--- config.mk ---
export PLATFORM = sky130hd
export DESIGN_NAME = ctrl_mc_flat
export DESIGN_NICKNAME = d
export VERILOG_FILES = /design/src/rtl/ctrl_pkg.sv /design/src/rtl/ctrl_mc_if.sv /design/src/rtl/ctrl_wait_cnt.sv /design/src/rtl/ctrl_mc.sv /design/src/flat_wrapper.sv
export SDC_FILE = /design/constraint.sdc
export NUM_CORES = 1
export LEC_CHECK = 0
export BUFFER_PORTS_ARGS = -buffer_cell sky130_fd_sc_hd__buf_2
export CAP_MARGIN = 20
export CORE_MARGIN = 5
export CORE_UTILIZATION = 30
export DETAILED_ROUTE_END_ITERATION = 6
export SLEW_MARGIN = 20
export SYNTH_ARGS = -nofsm -noshare
export SYNTH_HDL_FRONTEND = slang
export SYNTH_SLANG_ARGS = --single-unit
export TNS_END_PERCENT = 50
--- constraint.sdc ---
create_clock -name CLK -period 2.1 [get_ports CLK]
set_input_delay 0.105 -clock CLK [delete_from_list [all_inputs] [get_ports CLK]]
set_output_delay 0.105 -clock CLK [all_outputs]
set_load 0.03 [all_outputs]
--- src/rtl/ctrl_pkg.sv ---
`default_nettype none
// +----------------------------------------------------------------+
// | ctrl_pkg : state encodings, opcodes and decode helpers shared  |
// |            by the multi-cycle controller.  Rev 1.0             |
// +----------------------------------------------------------------+
package ctrl_pkg;

  localparam int c_STATE_W = 7;
  localparam int c_OPC_W   = 7;

  typedef enum logic [c_STATE_W-1:0] {
    S_IDLE   = 7'b0000001,
    S_FETCH  = 7'b0000010,
    S_DECODE = 7'b0000100,
    S_EX     = 7'b0001000,
    S_MEM    = 7'b0010000,
    S_WB     = 7'b0100000,
    S_TRAP   = 7'b1000000
  } state_t;

  localparam logic [c_OPC_W-1:0] c_OPC_LOAD   = 7'b0000011;
  localparam logic [c_OPC_W-1:0] c_OPC_STORE  = 7'b0100011;
  localparam logic [c_OPC_W-1:0] c_OPC_OP     = 7'b0110011;
  localparam logic [c_OPC_W-1:0] c_OPC_OPIMM  = 7'b0010011;
  localparam logic [c_OPC_W-1:0] c_OPC_LUI    = 7'b0110111;
  localparam logic [c_OPC_W-1:0] c_OPC_AUIPC  = 7'b0010111;
  localparam logic [c_OPC_W-1:0] c_OPC_JAL    = 7'b1101111;
  localparam logic [c_OPC_W-1:0] c_OPC_JALR   = 7'b1100111;
  localparam logic [c_OPC_W-1:0] c_OPC_BRANCH = 7'b1100011;

  typedef struct packed {
    logic trap;
    logic pc_write;
    logic branch;
    logic reg_write;
    logic data_we;
    logic data_req;
    logic instr_req;
  } ctrl_out_t;

  function automatic logic is_legal(logic [c_OPC_W-1:0] opc);
    case (opc)
      c_OPC_LOAD, c_OPC_STORE, c_OPC_OP, c_OPC_OPIMM, c_OPC_LUI,
      c_OPC_AUIPC, c_OPC_JAL, c_OPC_JALR, c_OPC_BRANCH: return 1'b1;
      default: return 1'b0;
    endcase
  endfunction

  function automatic logic is_mem(logic [c_OPC_W-1:0] opc);
    return (opc == c_OPC_LOAD) || (opc == c_OPC_STORE);
  endfunction

  function automatic logic writes_reg(logic [c_OPC_W-1:0] opc);
    case (opc)
      c_OPC_LOAD, c_OPC_OP, c_OPC_OPIMM, c_OPC_LUI,
      c_OPC_AUIPC, c_OPC_JAL, c_OPC_JALR: return 1'b1;
      default: return 1'b0;
    endcase
  endfunction

  function automatic logic takes_branch(logic [c_OPC_W-1:0] opc);
    return (opc == c_OPC_JAL) || (opc == c_OPC_JALR) || (opc == c_OPC_BRANCH);
  endfunction

  // Moore output map: computed for the state being entered so outputs are registered.
  function automatic ctrl_out_t decode_outputs(state_t s, logic [c_OPC_W-1:0] opc);
    ctrl_out_t o;
    o = '0;
    case (s)
      S_FETCH: o.instr_req = 1'b1;
      S_MEM: begin
        o.data_req = 1'b1;
        o.data_we  = (opc == c_OPC_STORE);
      end
      S_WB: begin
        o.pc_write  = 1'b1;
        o.reg_write = writes_reg(opc);
        o.branch    = takes_branch(opc);
      end
      S_TRAP:  o.trap = 1'b1;
      default: o = '0;
    endcase
    return o;
  endfunction

endpackage
`default_nettype wire

--- src/rtl/ctrl_mc_if.sv ---
`default_nettype none
// +----------------------------------------------------------------+
// | ctrl_mc_if : memory handshake and control strobe bundle.       |
// | Rev 1.0                                                        |
// +----------------------------------------------------------------+
interface ctrl_mc_if;
  import ctrl_pkg::*;

  logic [c_OPC_W-1:0] INSTR;
  logic               INSTR_VALID;
  logic               DATA_VALID;
  logic               INSTR_REQ;
  logic               DATA_REQ;
  logic               DATA_WRITE_ENABLE;
  logic               REG_WRITE;
  logic               BRANCH;
  logic               PC_WRITE;
  logic               TRAP;

  modport master (
    input  INSTR, INSTR_VALID, DATA_VALID,
    output INSTR_REQ, DATA_REQ, DATA_WRITE_ENABLE, REG_WRITE, BRANCH, PC_WRITE, TRAP
  );

  modport slave (
    output INSTR, INSTR_VALID, DATA_VALID,
    input  INSTR_REQ, DATA_REQ, DATA_WRITE_ENABLE, REG_WRITE, BRANCH, PC_WRITE, TRAP
  );
endinterface
`default_nettype wire

--- src/rtl/ctrl_wait_cnt.sv ---
`default_nettype none
// +----------------------------------------------------------------+
// | ctrl_wait_cnt : saturating handshake wait counter with timeout.|
// | Rev 1.0                                                        |
// +----------------------------------------------------------------+
module ctrl_wait_cnt #(
  parameter int TIMEOUT_CYCLES = 16,
  parameter int CNT_W          = 8
) (
  input  logic             clock,
  input  logic             reset,
  input  logic             clear,
  input  logic             enable,
  output logic [CNT_W-1:0] count,
  output logic             timeout
);

  localparam logic [CNT_W-1:0] c_LAST = CNT_W'((TIMEOUT_CYCLES == 0) ? 0 : TIMEOUT_CYCLES - 1);
  localparam logic [CNT_W-1:0] c_MAX  = '1;

  always_ff @(posedge clock or posedge reset) begin
    if (reset) begin
      count <= '0;
    end else if (clear) begin
      count <= '0;
    end else if (enable && (count != c_MAX)) begin
      count <= count + 1'b1;
    end
  end

  // Timeout only fires while still waiting, so a same-cycle valid always wins.
  generate
    if (TIMEOUT_CYCLES == 0) begin : g_no_timeout
      assign timeout = 1'b0;
    end else begin : g_timeout
      assign timeout = enable && (count == c_LAST);
    end
  endgenerate

endmodule
`default_nettype wire

--- src/rtl/ctrl_mc.sv ---
`default_nettype none
// +----------------------------------------------------------------+
// | ctrl_mc : multi-cycle instruction sequencer with handshake     |
// |           timeout and sticky trap.  Rev 1.0                    |
// +----------------------------------------------------------------+
module ctrl_mc
  import ctrl_pkg::*;
#(
  parameter int TIMEOUT_CYCLES = 16,
  parameter int CNT_W          = 8
) (
  input  logic       CLK,
  input  logic       RES,
  ctrl_mc_if.master  bus
);

  state_t             r_state;
  logic [c_OPC_W-1:0] r_opcode;
  ctrl_out_t          r_out;

  logic             w_in_wait;
  logic             w_valid;
  logic             w_timeout;
  logic [CNT_W-1:0] w_wait_count_unused;

  assign w_in_wait = (r_state == S_FETCH) || (r_state == S_MEM);
  assign w_valid   = (r_state == S_FETCH) ? bus.INSTR_VALID : bus.DATA_VALID;

  // Held clear outside the wait states, so it reads zero on every entry.
  ctrl_wait_cnt #(
    .TIMEOUT_CYCLES (TIMEOUT_CYCLES),
    .CNT_W          (CNT_W)
  ) u_wait_cnt (
    .clock   (CLK),
    .reset   (RES),
    .clear   (!w_in_wait),
    .enable  (w_in_wait && !w_valid),
    .count   (w_wait_count_unused),
    .timeout (w_timeout)
  );

  always_ff @(posedge CLK or posedge RES) begin
    if (RES) begin
      r_state  <= S_IDLE;
      r_opcode <= '0;
      r_out    <= '0;
    end else begin
      case (r_state)
        S_IDLE: begin
          r_state <= S_FETCH;
          r_out   <= decode_outputs(S_FETCH, r_opcode);
        end
        S_FETCH: begin
          if (bus.INSTR_VALID) begin
            r_opcode <= bus.INSTR;
            r_state  <= S_DECODE;
            r_out    <= decode_outputs(S_DECODE, bus.INSTR);
          end else if (w_timeout) begin
            r_state <= S_TRAP;
            r_out   <= decode_outputs(S_TRAP, r_opcode);
          end
        end
        S_DECODE: begin
          if (is_legal(r_opcode)) begin
            r_state <= S_EX;
            r_out   <= decode_outputs(S_EX, r_opcode);
          end else begin
            r_state <= S_TRAP;
            r_out   <= decode_outputs(S_TRAP, r_opcode);
          end
        end
        S_EX: begin
          if (is_mem(r_opcode)) begin
            r_state <= S_MEM;
            r_out   <= decode_outputs(S_MEM, r_opcode);
          end else begin
            r_state <= S_WB;
            r_out   <= decode_outputs(S_WB, r_opcode);
          end
        end
        S_MEM: begin
          if (bus.DATA_VALID) begin
            r_state <= S_WB;
            r_out   <= decode_outputs(S_WB, r_opcode);
          end else if (w_timeout) begin
            r_state <= S_TRAP;
            r_out   <= decode_outputs(S_TRAP, r_opcode);
          end
        end
        S_WB: begin
          r_state <= S_FETCH;
          r_out   <= decode_outputs(S_FETCH, r_opcode);
        end
        S_TRAP: begin
          r_state <= S_TRAP;
          r_out   <= decode_outputs(S_TRAP, r_opcode);
        end
        default: begin
          r_state <= S_IDLE;
          r_out   <= '0;
        end
      endcase
    end
  end

  assign bus.INSTR_REQ         = r_out.instr_req;
  assign bus.DATA_REQ          = r_out.data_req;
  assign bus.DATA_WRITE_ENABLE = r_out.data_we;
  assign bus.REG_WRITE         = r_out.reg_write;
  assign bus.BRANCH            = r_out.branch;
  assign bus.PC_WRITE          = r_out.pc_write;
  assign bus.TRAP              = r_out.trap;

endmodule
`default_nettype wire
--- src/flat_wrapper.sv ---
// flat-port wrapper written by rule: the top's interface ports become plain ports
module ctrl_mc_flat import ctrl_pkg::*;
#(
  parameter int TIMEOUT_CYCLES = 16,
  parameter int CNT_W          = 8
)
  (CLK, RES, bus_INSTR, bus_INSTR_VALID, bus_DATA_VALID, bus_INSTR_REQ, bus_DATA_REQ, bus_DATA_WRITE_ENABLE, bus_REG_WRITE, bus_BRANCH, bus_PC_WRITE, bus_TRAP);
  ctrl_mc_if bus_i ();
  input  logic CLK;
  input  logic RES;
  input wire logic [$bits(bus_i.INSTR)-1:0] bus_INSTR;
  input wire logic [$bits(bus_i.INSTR_VALID)-1:0] bus_INSTR_VALID;
  input wire logic [$bits(bus_i.DATA_VALID)-1:0] bus_DATA_VALID;
  output wire logic [$bits(bus_i.INSTR_REQ)-1:0] bus_INSTR_REQ;
  output wire logic [$bits(bus_i.DATA_REQ)-1:0] bus_DATA_REQ;
  output wire logic [$bits(bus_i.DATA_WRITE_ENABLE)-1:0] bus_DATA_WRITE_ENABLE;
  output wire logic [$bits(bus_i.REG_WRITE)-1:0] bus_REG_WRITE;
  output wire logic [$bits(bus_i.BRANCH)-1:0] bus_BRANCH;
  output wire logic [$bits(bus_i.PC_WRITE)-1:0] bus_PC_WRITE;
  output wire logic [$bits(bus_i.TRAP)-1:0] bus_TRAP;
  assign bus_i.INSTR = bus_INSTR;
  assign bus_i.INSTR_VALID = bus_INSTR_VALID;
  assign bus_i.DATA_VALID = bus_DATA_VALID;
  assign bus_INSTR_REQ = bus_i.INSTR_REQ;
  assign bus_DATA_REQ = bus_i.DATA_REQ;
  assign bus_DATA_WRITE_ENABLE = bus_i.DATA_WRITE_ENABLE;
  assign bus_REG_WRITE = bus_i.REG_WRITE;
  assign bus_BRANCH = bus_i.BRANCH;
  assign bus_PC_WRITE = bus_i.PC_WRITE;
  assign bus_TRAP = bus_i.TRAP;
  ctrl_mc #(.TIMEOUT_CYCLES(TIMEOUT_CYCLES), .CNT_W(CNT_W)) u_core (.CLK(CLK), .RES(RES), .bus(bus_i));
endmodule
==> results of run 1 <==
-- state kept, by name, indices dropped and copies added, names as in the netlist --
| register | flops |
|---|---|
| u_core.u_wait_cnt.count | 8 |
| u_core.bus.PC_WRITE | 1 |
| u_core.bus.DATA_REQ | 1 |
| u_core.bus.TRAP | 1 |
| u_core.bus.DATA_WRITE_ENABLE | 1 |
| u_core.bus.REG_WRITE | 1 |
| u_core.bus.BRANCH | 1 |
| u_core.r_state | 7 |
| u_core.r_opcode | 7 |
| u_core.bus.INSTR_REQ | 1 |
-- report_power, final --
part           total [uW]  switching, uW  internal, uW
Combinational         628            331           298
Sequential            844            163           681
Clock                 443            215           228
-- area by class of cell --
cell class / instances / area, sq um / area share
Multi-Input combinational cell: 106 / 817.0 / 0.4388
Sequential cell: 29 / 726.9 / 0.3905
Clock buffer: 5 / 68.82 / 0.03696
Timing Repair Buffer: 22 / 125.1 / 0.06720
Clock inverter: 3 / 17.52 / 0.009409
Tap cell: 70 / 87.58 / 0.04704
Inverter: 5 / 18.77 / 0.01008
-- through the flow --
step	instances	power (uW)	hold slack [ns]	setup WS (ns)	utilization
floorplan	148	1344	0.1824	0.2800	-
global placement	231	1473	0.1930	0.2507	0.3435
global route	240	2045	0.04578	0.07405	0.3622
CTS	240	1942	0.04833	0.2259	0.3622
finish	240	1915	0.05652	0.2265	0.3622
detailed placement	231	1486	0.2000	0.2301	0.3435
-- per-layer routing --
layer,track usage,vias up
met5,0,-
met4,0.03566,0
met3,0.02574,2
met2,0.1603,11
met1,0.1361,578
li1,-,608
-- cells by family (layout without fill, tap and decap cells) --
group | count (synthesis) | after routing | share of synthesized area
adders and majority gates | 1 | 1 | 0.007787
buffers and inverters | 13 | 35 | 0.03894
DFF | 29 | 29 | 0.4525
xor gates and xnor gates | 3 | 3 | 0.01636
muxes | 7 | 7 | 0.04907
and+or+nand+nor | 55 | 55 | 0.2313
AOI/OAI and AO/OA | 40 | 40 | 0.2041
-- worst register-to-register path, cell delays in order (launching register included) --
cell and delay, ns:
dfrtp_1 0.44, ha_1 0.25, and3_1 0.19, and3_1 0.27
or4_1 0.50, a21oi_1 0.15
-- layout by cell type, fill, tap and decap left out, drive strengths merged, types with 2 or more instances in the layout --
cell      n
clkbuf    5
nand2     5
nor2b     3
o311ai    2
nor2      7
o211ai    4
or2       2
o21bai    2
a21bo     2
nand4     2
inv       5
and3      4
or4       4
dfrtp    28
mux2      7
or3       2
xor2      2
o311a     2
buf      21
o31ai     5
a21oi     3
nor3      2
nand2b    7
o21ai     5
a32oi     2
o41ai     3
clkinv    2
nor4      2
nor3b     6
nand3     7
o2bb2ai   3
-- how the worst max path moves through the flow --
stage,startpoint,to,slack [ns],cells after the start
2_1_floorplan,u_core.u_wait_cnt.count[0],u_core.u_wait_cnt.count[3],0.28,6
3_3_place_gp,u_core.u_wait_cnt.count[0],u_core.u_wait_cnt.count[3],0.25,5
3_5_place_dp,u_core.u_wait_cnt.count[0],u_core.u_wait_cnt.count[5],0.23,5
4_1_cts,u_core.u_wait_cnt.count[0],u_core.u_wait_cnt.count[5],0.23,5
5_1_grt,u_core.u_wait_cnt.count[0],u_core.u_wait_cnt.count[5],0.07,5
6_report,u_core.u_wait_cnt.count[0],u_core.u_wait_cnt.count[5],0.23,5
==> run metrics, run 1 <==
first-pass GRT wire length 5816 um; # IOs 18; largest net degree at the start of global routing 30; final max-slew violation count 0; Worst Reg-to-Reg Cells 5; wire length on met2 1612 um; Post-route DRC 0; DRT Wirelength 3253 um; Seq cells post-synth 29; Final Cell Area 1862 sq um; Hold Path Depth 2; type of origin of the critical path flip-flop; FF-to-FF Start u_core.u_wait_cnt.count[0]; unrepaired setup endpoints after global routing no; WL met1 1546 um; Setup TNS Final 0 ns; max_slew headroom 0.6791; min Tclk post-route 1.874 ns; yosys warns 0; wire per inst 13.55 um; H-tree level count 2; LEAKAGE 0.0008112 uW; critical path class reg -> reg; maximum vdd ir drop 484.6 uV; CP Buf/Inv Count 0; Least-Margin Pin Slew 0.4801 ns; CP max stage cell or4_1; DR vias/cell 4.996; most frequent cells after synthesis 28 x dfrtp_1, 7 x mux2_2, 7 x nand2b_1, 7 x nor2_1, 6 x nand3_1; clk root buf clkbuf_8; Chip Height 83.18 um; Cell Area, Synth 1607 sq um; share of cells above drive strength 1 0.2882; clk buf depth 2; router iterations before antenna repair 4; top cells by area, synth dfrtp_1 44%, mux2_2 4.9%, nand2b_1 2.7%; FFs w/ async S/R, synth 1.000; Met3 Routed Length 66 um; max-cap violations 0; R2R setup slack 0.23 ns; CTS tree built; outcome complete, no violations; CP top delay family simple AND/OR/NAND/NOR gates; dpl cell area 1765 sq um; Initial Utilization 0.3126; number of synthesized flops with an enable pin 0; initial antenna violation count 0; Achievable Freq 0.5337 GHz; Distinct cells, synth 49; CP Cell Sequence ha_1 -> and3_1 -> and3_1 -> or4_1 -> a21oi_1; clk_lat worst skew 0.28 ns; Worst R2R End u_core.u_wait_cnt.count[5]; Die Footprint 6919 sq um; Seq/Total Area, Yosys 0.4525; top cell type's share of synthesized area 0.4361; GRT Total Usage 0.1021; highest metal used met4; Primary FF master, synth dfrtp_1; setup violators final 0; HPWL after DPL 2453 um; CTS Hold Bufs 1; Yosys top cell by area dfrtp_1; final hold viol count 0; num rows 26; period utilization 0.8922; DR vias 1,199; Core Region 5140 sq um; Critical Path Fanout Max 11; Routed Antenna Nets 0; Reg clk slew, reported paths 0.07 ns; total gr overflow 0; die width 83.18 um; CTS Buf Count 5; # diodes 0; Hold Path Class in -> reg; most numerous cell in the Yosys netlist dfrtp_1; CP max stage delay 0.50 ns; Setup crit end kind flip-flop; Hold Startpoint bus_INSTR[5]; Setup Buffers After CTS 0; CP most frequent cell and3_1; WHS Endpoint u_core.r_opcode[5]; Fillers 542; clk_skew 0.005529 ns; worst endpoint required time 2.30 ns; GPL Wtd Cong 0.7443; Port Buf Inserts 17; Layout Nets 181; syn_nets 160; post_cts resized 0; Syn Inst Count 148; number of global-route vias before repair 1,172; Mean Syn Cell Area 10.86 sq um; CP arrival 2.07 ns; clk sinks 29; Area Overhead vs Synth 15.89%; initial DRC count 59; pwr/cell area 1029 nW/um^2
Power figures use the tool's default switching activity.
==> run 2: changes to the inputs <==
==> constraint.sdc (replaced) <==
create_clock -name CLK -period 2.3 [get_ports CLK]
set_input_delay 0.115 -clock CLK [delete_from_list [all_inputs] [get_ports CLK]]
set_output_delay 0.115 -clock CLK [all_outputs]
set_load 0.03 [all_outputs]
==> run 2 against run 1 <==
  * Worst setup slack gained 0.17 ns
  * Maximum frequency decreased by 1.8%
  * Die area did not move
  * Global-route usage rose by 0.36 points
  * Register-to-register slack gained 0.17 ns
  * First-iteration DRC count down 53%
  * Sequential power down 8.3%
  * Clock skew is 0.0029 ns higher
  * Critical path depth stayed put
  * Via count increased by 1.0%
  * Flip-flop and latch count is the same
==> run metrics, run 2 (same netlist as run 1, synthesis figures left out) <==
outcome complete, no violations (unchanged); min Tclk post-route 1.907 ns (was 1.874 ns); CP max stage cell or4_1 (unchanged); CP Buf/Inv Count 0 (unchanged); LEAKAGE 0.0008058 uW (was 0.0008112 uW); GRT Total Usage 0.1057 (was 0.1021); Setup crit end kind flip-flop (unchanged); HPWL after DPL 2395 um (was 2453 um); Port Buf Inserts 17 (unchanged); Worst Reg-to-Reg Cells 5 (unchanged); worst endpoint required time 2.51 ns (was 2.30 ns); Setup TNS Final 0 ns (unchanged); Achievable Freq 0.5243 GHz (was 0.5337 GHz); total gr overflow 0 (unchanged); critical path class reg -> reg (unchanged); share of cells above drive strength 1 0.2840 (was 0.2882); CTS Buf Count 5 (unchanged); DR vias/cell 5.067 (was 4.996); GPL Wtd Cong 0.7478 (was 0.7443); Die Footprint 6919 sq um (unchanged); Area Overhead vs Synth 15.42% (was 15.89%); CP max stage delay 0.51 ns (was 0.50 ns); final max-slew violation count 0 (unchanged); Worst R2R End u_core.u_wait_cnt.count[3] (was u_core.u_wait_cnt.count[5]); wire per inst 13.87 um (was 13.55 um); setup violators final 0 (unchanged); clk sinks 29 (unchanged); # diodes 0 (unchanged); num rows 26 (unchanged); initial DRC count 28 (was 59); period utilization 0.8293 (was 0.8922); CP arrival 2.12 ns (was 2.07 ns); clk_skew 0.008455 ns (was 0.005529 ns); DRT Wirelength 3314 um (was 3253 um); die width 83.18 um (unchanged); FF-to-FF Start u_core.u_wait_cnt.count[0] (unchanged); pwr/cell area 947.2 nW/um^2 (was 1029 nW/um^2); Layout Nets 180 (was 181); R2R setup slack 0.39 ns (was 0.23 ns); most frequent cells in the layout 28 x dfrtp_1, 17 x buf_2, 7 x mux2_2, 7 x nor2_1, 7 x nand2b_1 (unchanged); Core Region 5140 sq um (unchanged); CP top delay family simple AND/OR/NAND/NOR gates (unchanged); final hold viol count 0 (unchanged); Hold Path Class in -> reg (unchanged); crit path launch u_core.u_wait_cnt.count[0] (unchanged); Routed Antenna Nets 0 (unchanged); final hold slack 0.05577 ns (was 0.05652 ns); CP most frequent cell and3_1 (unchanged); Hold Startpoint bus_INSTR[3] (was bus_INSTR[5]); Post-Place Worst Slack 0.4260 ns (was 0.2301 ns); initial antenna violation count 0 (unchanged); commonest non-fill, non-tap cell in the layout dfrtp_1 (unchanged); clk buf depth 2 (unchanged); Chip Height 83.18 um (unchanged); Fillers 550 (was 542); maximum vdd ir drop 435.2 uV (was 484.6 uV); Reg clk slew, reported paths 0.07 ns (about the same); Post-route DRC 0 (unchanged); clk root buf clkbuf_8 (unchanged); final worst slack 0.3925 ns (was 0.2265 ns); max reg flops 8 (unchanged); CTS tree built (unchanged); critical path endpoint u_core.u_wait_cnt.count[3] (was u_core.u_wait_cnt.count[5]); # IOs 18 (unchanged); Biggest register u_core.u_wait_cnt.count (unchanged); clk_lat worst skew 0.29 ns (was 0.28 ns); router iterations before antenna repair 4 (unchanged); type of origin of the critical path flip-flop (unchanged); largest net degree at the start of global routing 30 (unchanged); largest registers u_core.u_wait_cnt.count: 8 flops, u_core.r_opcode: 7 flops, u_core.r_state: 7 flops (unchanged); Critical Path Fanout Max 11 (unchanged); max_slew headroom 0.6848 (was 0.6791); critical path depth 5 (unchanged); CP Cell Sequence ha_1 -> and3_1 -> and3_1 -> or4_1 -> a21oi_1 (unchanged); first-pass GRT wire length 5913 um (was 5816 um); max-cap violations 0 (unchanged); Initial Utilization 0.3126 (unchanged); DR vias 1,211 (was 1,199); Least-Margin Pin Slew 0.4717 ns (was 0.4801 ns); number of global-route vias before repair 1,163 (was 1,172); H-tree level count 2 (unchanged); unrepaired setup endpoints after global routing no (unchanged)
run 2: cell count changes in the layout (fill, tap and decap cells not counted), sizes merged:
cell / before / now
buf: 21 / 20
run 2: per-stage QoR:
stage	utilization	power, uW	instances	instance area (sq um)
6_report	0.3608	1756	239	1854
3_5_place_dp	0.3420	1354	230	1758
2_1_floorplan	-	1227	148	1607
4_1_cts	0.3608	1775	239	1854
5_1_grt	0.3608	1882	239	1854
3_3_place_gp	0.3420	1347	230	1758
run 2: power by group:
group / internal, uW / total (uW) / switching [uW]
Sequential: 622 / 774 / 152
Combinational: 272 / 572 / 300
Clock: 208 / 410 / 202
Total: 1100 / 1760 / 655
run 2: worst min-delay path by stage:
stage	slack (ns)	end	depth (start not counted)
global placement	0.20	u_core.u_wait_cnt.count[0]	3
floorplan	0.19	u_core.bus.BRANCH	1
finish	0.06	u_core.r_opcode[3]	2
detailed placement	0.21	u_core.u_wait_cnt.count[0]	3
global route	0.05	u_core.r_opcode[3]	2
CTS	0.05	u_core.r_opcode[5]	2
run 2: layout make-up:
type                    count  area [sq um]  area share
clock buffers               5         68.82     0.03711
clock inverters             3         17.52    0.009447
inverters                   5         18.77     0.01012
multi-input cells         106         817.0      0.4406
flip-flops and latches     29         726.9      0.3920
well taps                  70         87.58     0.04723
repair buffers             21         117.6     0.06343
run 2: routing by layer:
layer	global-route usage	vias up	part of all wire
met5	0	-	0
li1	-	607	-
met3	0.02574	7	0.027
met1	0.1473	581	0.48
met2	0.1487	16	0.47
met4	0.05795	0	0.025
run 2: what timing repair did:
action	CTS	global route
endpoints found under the hold margin	28	0
setup buffers	0	0
hold buffers	1	0
resized for setup	0	0
